**src/rtl/mat_stream_packer_if.sv**
```systemverilog
// Bundle of the packer's handshake and data signals.
// Every channel follows the same valid/ready rule. A transfer happens on a
// rising clk edge where valid and ready are both high. The source holds valid
// and data stable until that edge. ready may depend on the sink's own state.
// ready never depends on the valid of the same channel.
// The slave modport is the packer. The master modport is the feeder/consumer side.
interface mat_stream_packer_if #(
  parameter int BW = 2
);
  logic              start;
  logic              a_valid;
  logic [31:0]       a_data;
  logic              a_ready;
  logic              b_valid;
  logic [31:0]       b_data;
  logic              b_ready;
  logic              out_valid;
  logic [32*BW-1:0]  out_stream;
  logic              out_ready;
  logic              out_last;
  logic              busy;
  logic              done;
  logic [1:0]        dbg_state;

  modport slave (
    input  start, a_valid, a_data, b_valid, b_data, out_ready,
    output a_ready, b_ready, out_valid, out_stream, out_last, busy, done,
           dbg_state
  );

  modport master (
    output start, a_valid, a_data, b_valid, b_data, out_ready,
    input  a_ready, b_ready, out_valid, out_stream, out_last, busy, done,
           dbg_state
  );
endinterface

```
**src/rtl/mat_stream_packer.sv**
```systemverilog
// Feeds the systolic array input stream. All of A (row-major) is sent first,
// then all of B (column-major). The words are packed into BW-word beats.
// Lane 0 holds the earliest word. There is no padding between A and B. The
// unused lanes of the last beat are zero, and that beat carries out_last.
module mat_stream_packer #(
  parameter int M  = 2,
  parameter int N  = 2,
  parameter int K  = 2,
  parameter int BW = 2
) (
  input logic                clk,
  input logic                nrst,
  mat_stream_packer_if.slave bus
);

  localparam int A_WORDS = M * N;
  localparam int B_WORDS = K * N;
  localparam int MAX_MK  = (M > K) ? M : K;
  localparam int CW      = $clog2(MAX_MK * N) + 1;
  localparam int LW      = (BW > 1) ? $clog2(BW) : 1;
  localparam int DW      = 32 * BW;

  typedef enum logic [1:0] {
    IDLE   = 2'd0,
    LOAD_A = 2'd1,
    LOAD_B = 2'd2,
    FLUSH  = 2'd3
  } state_t;

  state_t        state;
  logic [CW-1:0] word_cnt;
  logic [LW-1:0] lane;
  logic [DW-1:0] asm_reg;
  logic [DW-1:0] out_stream_r;
  logic          out_valid_r;
  logic          out_last_r;
  logic          done_r;

  logic          in_a;
  logic          in_b;
  logic          last_in_phase;
  logic          lane_full;
  logic          completing;
  logic          slot_free;
  logic          a_take;
  logic          b_take;
  logic          take;
  logic [31:0]   word;
  logic [DW-1:0] beat_next;

  // Decode the phase and decide whether the next word closes a beat.
  always_comb begin
    in_a          = (state == LOAD_A);
    in_b          = (state == LOAD_B);
    last_in_phase = in_a ? (word_cnt == CW'(A_WORDS - 1))
                         : (word_cnt == CW'(B_WORDS - 1));
    lane_full     = (lane == LW'(BW - 1));
    // The final B word is word T, so it closes the beat even if lanes remain.
    completing    = lane_full | (in_b & last_in_phase);
    slot_free     = ~out_valid_r | bus.out_ready;
    // A word that does not close a beat can always go into the assembly
    // register. A word that closes a beat also needs the output slot.
    bus.a_ready   = in_a & (slot_free | ~completing);
    bus.b_ready   = in_b & (slot_free | ~completing);
    a_take        = bus.a_valid & bus.a_ready;
    b_take        = bus.b_valid & bus.b_ready;
    take          = a_take | b_take;
    word          = in_b ? bus.b_data : bus.a_data;
  end

  // Merge the incoming word into its lane. Higher lanes stay zero.
  always_comb begin
    beat_next = asm_reg;
    for (int i = 0; i < BW; i++) begin
      if (lane == LW'(i)) begin
        beat_next[i*32 +: 32] = word;
      end
    end
  end

  // Phase FSM, counters, assembly register and the registered output slot.
  always_ff @(posedge clk or negedge nrst) begin
    if (!nrst) begin
      state        <= IDLE;
      word_cnt     <= '0;
      lane         <= '0;
      asm_reg      <= '0;
      out_stream_r <= '0;
      out_valid_r  <= 1'b0;
      out_last_r   <= 1'b0;
      done_r       <= 1'b0;
    end else begin
      done_r <= 1'b0;

      // Drain first. A completing word later in this block may refill the
      // slot in the same cycle.
      if (out_valid_r && bus.out_ready) begin
        out_valid_r <= 1'b0;
      end

      case (state)
        IDLE: begin
          if (bus.start) begin
            state    <= LOAD_A;
            word_cnt <= '0;
            lane     <= '0;
            asm_reg  <= '0;
          end
        end

        LOAD_A, LOAD_B: begin
          if (take) begin
            if (completing) begin
              out_stream_r <= beat_next;
              out_valid_r  <= 1'b1;
              out_last_r   <= in_b & last_in_phase;
              asm_reg      <= '0;
              lane         <= '0;
            end else begin
              asm_reg <= beat_next;
              lane    <= lane + LW'(1);
            end

            // The lane index is not reset here, so a beat can hold both
            // A and B words.
            if (last_in_phase) begin
              word_cnt <= '0;
              state    <= in_a ? LOAD_B : FLUSH;
            end else begin
              word_cnt <= word_cnt + CW'(1);
            end
          end
        end

        FLUSH: begin
          if (out_valid_r && bus.out_ready && out_last_r) begin
            state  <= IDLE;
            done_r <= 1'b1;
          end
        end

        default: state <= IDLE;
      endcase
    end
  end

  // Drive the registered outputs and status onto the bus.
  always_comb begin
    bus.out_valid  = out_valid_r;
    bus.out_stream = out_stream_r;
    bus.out_last   = out_last_r;
    bus.busy       = (state != IDLE);
    bus.done       = done_r;
    bus.dbg_state  = state;
  end

endmodule

```
**src/flat_wrapper.sv**
```systemverilog
// flat-port wrapper written by rule: the top's interface ports become plain ports
module mat_stream_packer_flat 
#(
  parameter int M  = 2,
  parameter int N  = 2,
  parameter int K  = 2,
  parameter int BW = 2
)
  (clk, nrst, bus_start, bus_a_valid, bus_a_data, bus_b_valid, bus_b_data, bus_out_ready, bus_a_ready, bus_b_ready, bus_out_valid, bus_out_stream, bus_out_last, bus_busy, bus_done, bus_dbg_state);
  mat_stream_packer_if #(.BW(BW)) bus_i ();
  input logic clk;
  input logic nrst;
  input wire logic [$bits(bus_i.start)-1:0] bus_start;
  input wire logic [$bits(bus_i.a_valid)-1:0] bus_a_valid;
  input wire logic [$bits(bus_i.a_data)-1:0] bus_a_data;
  input wire logic [$bits(bus_i.b_valid)-1:0] bus_b_valid;
  input wire logic [$bits(bus_i.b_data)-1:0] bus_b_data;
  input wire logic [$bits(bus_i.out_ready)-1:0] bus_out_ready;
  output wire logic [$bits(bus_i.a_ready)-1:0] bus_a_ready;
  output wire logic [$bits(bus_i.b_ready)-1:0] bus_b_ready;
  output wire logic [$bits(bus_i.out_valid)-1:0] bus_out_valid;
  output wire logic [$bits(bus_i.out_stream)-1:0] bus_out_stream;
  output wire logic [$bits(bus_i.out_last)-1:0] bus_out_last;
  output wire logic [$bits(bus_i.busy)-1:0] bus_busy;
  output wire logic [$bits(bus_i.done)-1:0] bus_done;
  output wire logic [$bits(bus_i.dbg_state)-1:0] bus_dbg_state;
  assign bus_i.start = bus_start;
  assign bus_i.a_valid = bus_a_valid;
  assign bus_i.a_data = bus_a_data;
  assign bus_i.b_valid = bus_b_valid;
  assign bus_i.b_data = bus_b_data;
  assign bus_i.out_ready = bus_out_ready;
  assign bus_a_ready = bus_i.a_ready;
  assign bus_b_ready = bus_i.b_ready;
  assign bus_out_valid = bus_i.out_valid;
  assign bus_out_stream = bus_i.out_stream;
  assign bus_out_last = bus_i.out_last;
  assign bus_busy = bus_i.busy;
  assign bus_done = bus_i.done;
  assign bus_dbg_state = bus_i.dbg_state;
  mat_stream_packer #(.M(M), .N(N), .K(K), .BW(BW)) u_core (.clk(clk), .nrst(nrst), .bus(bus_i));
endmodule
```
**config.mk**
```make
export PLATFORM = sky130hd
export DESIGN_NAME = mat_stream_packer_flat
export DESIGN_NICKNAME = d
export VERILOG_FILES = /design/src/rtl/mat_stream_packer_if.sv /design/src/rtl/mat_stream_packer.sv /design/src/flat_wrapper.sv
export SDC_FILE = /design/constraint.sdc
export NUM_CORES = 1
export LEC_CHECK = 0
export ABC_AREA = 0
export CAP_MARGIN = 15
export CORE_UTILIZATION = 46
export DETAILED_ROUTE_END_ITERATION = 16
export PLACE_DENSITY = 0.88
export SLEW_MARGIN = 15
export SYNTH_ARGS = -nofsm -noshare
export SYNTH_HDL_FRONTEND = slang
export SYNTH_SLANG_ARGS = --single-unit
```
**constraint.sdc**
```tcl
create_clock -name clk -period 1.73 [get_ports clk]
set_input_delay 0.173 -clock clk [delete_from_list [all_inputs] [get_ports clk]]
set_output_delay 0.173 -clock clk [all_outputs]
set_load 0.01 [all_outputs]
```
### Word level (Yosys, flattened, before mapping)

Index checks and enable logic that the tools add are counted.

* flip-flop bits (word level): 137
* word-level logic and storage cells: 65

* add/sub/neg operators: 2
* eq/ne operators: 8
* multiplexer cells: 27
* bitwise operators: 11
* reductions and logical operators: 9

Operator list (count)
* $mux 64: 3
* $pmux 64 s2: 1
* $mux 32: 3
* $mux 1: 10
* $mux 3: 3
* $mux 2: 4
* $ne 2x1->1 const B: 3
* $pmux 2 s3: 1
* $pmux 3 s2: 1
* $reduce_and 3->1: 2
* $and 1x1->1: 5
* $eq 2x2->1 const B: 2
* $or 1x1->1: 4
* $reduce_and 4->1: 1
* $reduce_bool 2->1: 2
* $add 3x1->3 const B: 1
* $eq 3x2->1 const B: 1
* $eq 2x1->1 const B: 1
* $logic_and 1x1->1: 2
* $logic_not 2->1: 1
* $ne 2x2->1 const B: 1
* $not 1->1: 2
* $pmux 1 s2: 1
* $reduce_or 2->1: 1
* $add 1x1->1 const B: 1

### Depth between registers and ports, before layout

* depth after elaboration: 10
* depth in mapped cells: 8

### Worst setup path after synthesis

No wires, ideal clock.

* kind: register -> register
* from: reg u_core.state[0] (netlist: u_core.bus.dbg_state[0])
* to: reg u_core.out_stream_r[10] (netlist: u_core.bus.out_stream[10])
* library setup time: 133 ps
* arrival: 1736 ps
* data required time: 1597 ps
* setup slack: -139 ps
* cell stages (with the launch flop): 8
* period minus slack after synthesis: 1869 ps
* path through: dfrtp_1 inv_1 ha_1 buf_6 buf_2 mux2_2 mux2i_1 o21ai_0

* word-level cells in the longest chain between the ends: 9

RTL lines
* start, declared: line mat_stream_packer.sv:30 `state_t state;`
* start signal, assigned: line mat_stream_packer.sv:128 `state <= in_a ? LOAD_B : FLUSH;`
* $eq 2x2->1: line mat_stream_packer.sv:54, mat_stream_packer.sv:101
* $and 1x1->1: line mat_stream_packer.sv:59 `completing = lane_full | (in_b & last_in_phase);`
* $or 1x1->1: line mat_stream_packer.sv:59
* $not 1->1: line mat_stream_packer.sv:63, mat_stream_packer.sv:64
* $or 1x1->1: line mat_stream_packer.sv:63, mat_stream_packer.sv:64
* $and 1x1->1, on equally long branches: line mat_stream_packer.sv:63, mat_stream_packer.sv:64
* $and 1x1->1, on equally long branches: line mat_stream_packer.sv:65, mat_stream_packer.sv:66
* $or 1x1->1: line mat_stream_packer.sv:67 `take = a_take | b_take;`
* $reduce_and 3->1 (no line)
* end signal, assigned: line mat_stream_packer.sv:114 `out_stream_r <= beat_next;`
* end, declared: line mat_stream_packer.sv:34 `logic [DW-1:0] out_stream_r;`

Parallel ways exist; a longest one is shown, timed or not.
A chain may end at the register's enable or synchronous reset.

### Final worst setup path

* from: reg u_core.state[0] (netlist: u_core.bus.dbg_state[0])
* to: reg u_core.asm_reg[19]

* word-level cells in the longest chain between the ends: 10

RTL lines
* $eq 2x2->1: line mat_stream_packer.sv:54, mat_stream_packer.sv:101
* $and 1x1->1: line mat_stream_packer.sv:59
* $or 1x1->1: line mat_stream_packer.sv:59
* $not 1->1: line mat_stream_packer.sv:63, mat_stream_packer.sv:64
* $or 1x1->1: line mat_stream_packer.sv:63, mat_stream_packer.sv:64
* $and 1x1->1, on equally long branches: line mat_stream_packer.sv:63, mat_stream_packer.sv:64
* $and 1x1->1, on equally long branches: line mat_stream_packer.sv:65, mat_stream_packer.sv:66
* $or 1x1->1: line mat_stream_packer.sv:67
* $ne 2x1->1 (no line)
* $reduce_and 3->1 (no line)
* end signal, assigned: line mat_stream_packer.sv:120 `asm_reg <= beat_next;`
* end, declared: line mat_stream_packer.sv:33 `logic [DW-1:0] asm_reg;`

Parallel ways exist; a longest one is shown, timed or not. The select of a mux whose other input is x is not followed.

==> flow_metrics.tcl <==
set metrics [dict create \
    track_usage_pct 26.45 \
    setup_viol_count_final 130 \
    worstPathCellList "inv_2 -> ha_4 -> buf_4 -> buf_12 -> mux2_2 -> mux2i_1 -> o2bb2ai_1" \
    fp.dieArea_um2 14000 \
    synth_area_leaders "dfrtp_1 55%, mux2i_1 10%, mux2_2 6.2%, o21ai_0 5.5%, nand2_1 4.0%" \
    drt_wl_total_mm 19.69 \
    grt_ovf 0 \
    vias_per_cell 5.714 \
    finalWorstPathRequiredPeriod_ns 1.886 \
    critPathArrivalTime_ns 2.18 \
    grt_first_pass_wirelength_mm 28.46 \
    start_util_pct 47.00 \
    report.final.hold_viol_count 0 \
    crit_path_start "u_core.bus.dbg_state[0]" \
    maxCapViolCount 0 \
    cp_slowest_stage_delay_ns 0.40 \
    yosysWarnings 0 \
    firstDrtPassIters 6 \
    totalNegativeSetupSlack_ns -11.29 \
    clock_skew_ns 0.007739 \
    timing.slew.headroom_pct 64.10 \
    drt_first_iter_violations 303 \
    clock_insertion_delay_worst_skew_ns 0.42 \
    cts_made_buffers 17 \
    start_kind "flop" \
    synth_top_area_share_pct 55.08 \
    area_of_combinational_cells_with_multiple_inputs_um2 3204 \
    htree_levels 4 \
    design_power_total_uw 17170 \
    netlist_instances 520 \
    power_density_nw_per_um2 1723 \
    fin_nets 788 \
    drt.antenna.violating_nets 0 \
    worst_ir_drop_vdd_uv 997.2 \
    fmaxAchievable_mhz 530.1 \
    criticalPathCategory "reg -> reg" \
    num-fill-cells 823 \
    hp-class "in -> async" \
    drcViolationCount 0 \
    timing.critical_path.fanout_max 21 \
    setup_repair_after_global_routing_missed_its_margin "true" \
    num_antenna_cells 0 \
    die-height_um 118.3 \
    first_global_vias 5408 \
    floorplan.core_area_um2 13240 \
    largest_net_degree_at_the_start_of_global_routing 55 \
    final.period_utilization_pct 109.0 \
    setup_slack_ns -0.1563 \
    total_standard_cell_area_after_synthesis_um2 6225 \
    clk_transition_reported_paths_ns 0.06 \
    globalplace.congestion 0.8378 \
    cellLeakagePower_uw 0.004303 \
    ctsLongestPathBuffers 2 \
    clock_sink_count 137 \
    run_status "finished, violations left" \
    layout-area-overhead-vs-synth_pct 60.06 \
    cts_tree "built" \
    dp_worst_setup_slack_ns -0.1661 \
    critical_path_required_ns 2.02 \
    regToRegStartpoint "u_core.bus.dbg_state[0]" \
    drv_slew 0 \
    placement_rows 42 \
    syn_avg_cell_area_um2 11.97 \
    average_detailed_routed_wire_length_per_instance_um 21.86 \
    synth_seq_cells 137 \
    port-buffer-count 141 \
    clock-root-buffer "clkbuf_16" \
    pin_count 142 \
    hpwlAfterDp_mm 10.28 \
    synthDominantAreaCellType "dfrtp_1" \
    synthesized_nets 595 \
    die-width_um 118.3 \
    synth.yosys.seq_area_share_pct 55.08 \
    netlist-cell-type-count 39 \
    critical_path.endpoint_type "flop" \
    drive_gt1_share_pct 40.28 \
    via_count 5148 \
    antenna_violations_before_repair 0 \
    pin_slew_with_the_least_headroom_to_its_limit_ns 0.5385 \
    register_area_um2 3432 \
    violations "setup timing" \
    critPathSlowestCell "dfrtp_2" \
]
-- layout by cell type, fill, tap and decap left out, drive strengths merged, types with 2 or more instances in the layout --
| cell type | synthesis | final |
|---|---|---|
| nand3 | 3 | 3 |
| or2 | 2 | 2 |
| nor3 | 2 | 2 |
| clkinv | 0 | 6 |
| nand2 | 67 | 67 |
| a22o | 3 | 3 |
| nand2b | 2 | 2 |
| mux2i | 64 | 64 |
| nor2b | 34 | 34 |
| inv | 6 | 8 |
| mux2 | 34 | 34 |
| clkdlybuf4s50 | 0 | 137 |
| o2bb2ai | 33 | 33 |
| nor2 | 4 | 4 |
| and3b | 2 | 2 |
| o2111ai | 2 | 2 |
| ha | 5 | 5 |
| clkinvlp | 0 | 3 |
| clkbuf | 5 | 25 |
| and2 | 2 | 2 |
| o21ai | 69 | 69 |
| buf | 32 | 66 |
| dfrtp | 137 | 137 |
-- layer usage --
layer,track usage (%),share of wire [%],routed length [um]
met5,0,0,0
met3,5.695,5.6,1100
met1,32.31,38,7447
met2,45.07,53,10430
met4,11.46,3.6,711
-- cell usage after synthesis --
| cell type | count |
|---|---|
| buf_6 | 9 |
| ha_1 | 5 |
| nor3_1 | 2 |
| o211ai_1 | 1 |
| inv_2 | 1 |
| o2bb2ai_1 | 22 |
| clkbuf_1 | 5 |
| nor3b_1 | 1 |
| o21ai_0 | 68 |
| o311ai_0 | 1 |
| nor2b_1 | 34 |
| a2bb2oi_1 | 1 |
| a31oi_1 | 1 |
| nand3_1 | 3 |
| nand2b_1 | 2 |
| a311oi_4 | 1 |
| a21oi_1 | 1 |
| or2_1 | 1 |
| mux2_2 | 34 |
| a32o_1 | 1 |
| and3b_4 | 1 |
| and3b_1 | 1 |
| o2bb2ai_2 | 11 |
| a21boi_1 | 1 |
| o21ai_4 | 1 |
| dfrtp_1 | 137 |
| buf_2 | 23 |
| a22oi_4 | 1 |
| a22o_1 | 3 |
| o22a_1 | 1 |
| nor2_1 | 4 |
| or2_0 | 1 |
| inv_1 | 5 |
| and2b_1 | 1 |
| and2_1 | 2 |
| mux2i_1 | 64 |
| nand2_1 | 67 |
| o2111ai_2 | 1 |
| o2111ai_1 | 1 |
-- critical path, delay by kind of cell, from the launching register on --
kind,cells,cell delay (ns)
AO/OA/AOI/OAI,1,0.13
adder cells (fa/ha/maj),1,0.16
buffers and inverters,3,0.36
flip-flops,1,0.40
multiplexers,2,0.68
-- cell families (layout without fill, tap and decap cells) --
kind of cell / after synthesis / in the layout / share of synthesized area (%)
flops: 137 / 137 / 55.08
compound gates: 117 / 117 / 14.05
fa+ha+maj: 5 / 5 / 1.005
mux: 98 / 98 / 16.44
simple gates: 120 / 120 / 9.286
buf+inv: 43 / 248 / 4.141
-- repair_timing --
action                     CTS  global route
cloned                      13             6
setup endpoints to repair  135           135
gates resized for setup    136           133
hold endpoints to repair    50             0
hold buffers                 1             0
pin swaps                   26            36
buffers inserted             9             1
-- worst paths after layout --
kind / end / cells after the start / slack, ns
max reg2reg: u_core.asm_reg[19] / 7 / -0.16
min: u_core.bus.out_stream[37] / 2 / 0.27
max: u_core.asm_reg[19] / 7 / -0.16
max in group asynchronous: u_core.bus.out_stream[49] / 3 / 0.81
min in group clk: u_core.bus.done / 3 / 0.46
min reg2reg: u_core.bus.out_stream[57] / 2 / 0.49
-- final cells by class --
class	count	area share (%)
sequential	137	34.45
multi-input combinational	340	32.16
timing repair buffer	211	25.51
clock buffer	19	4.446
tap	176	2.210
clock inverter	12	1.005
inverter	6	0.2260
-- report_power, final --
| part | switching (uW) | internal (uW) |
|---|---|---|
| Sequential | 879 | 4150 |
| Combinational | 4200 | 4570 |
| Clock | 1380 | 1990 |
| Total | 6460 | 10700 |
-- per-stage QoR --
stage / utilization (%) / hold WS [ns] / cell area (um^2) / instances
3_3_place_gp: 61.21 / 0.1640 / 8105 / 840
6_report: 75.24 / 0.2735 / 9963 / 901
3_5_place_dp: 61.21 / 0.1693 / 8105 / 840
4_1_cts: 70.59 / 0.2857 / 9348 / 894
5_1_grt: 75.24 / 0.3080 / 9963 / 901
2_1_floorplan: - / -0.1226 / 6259 / 520
Note: power is estimated with default switching activity, not from simulation.
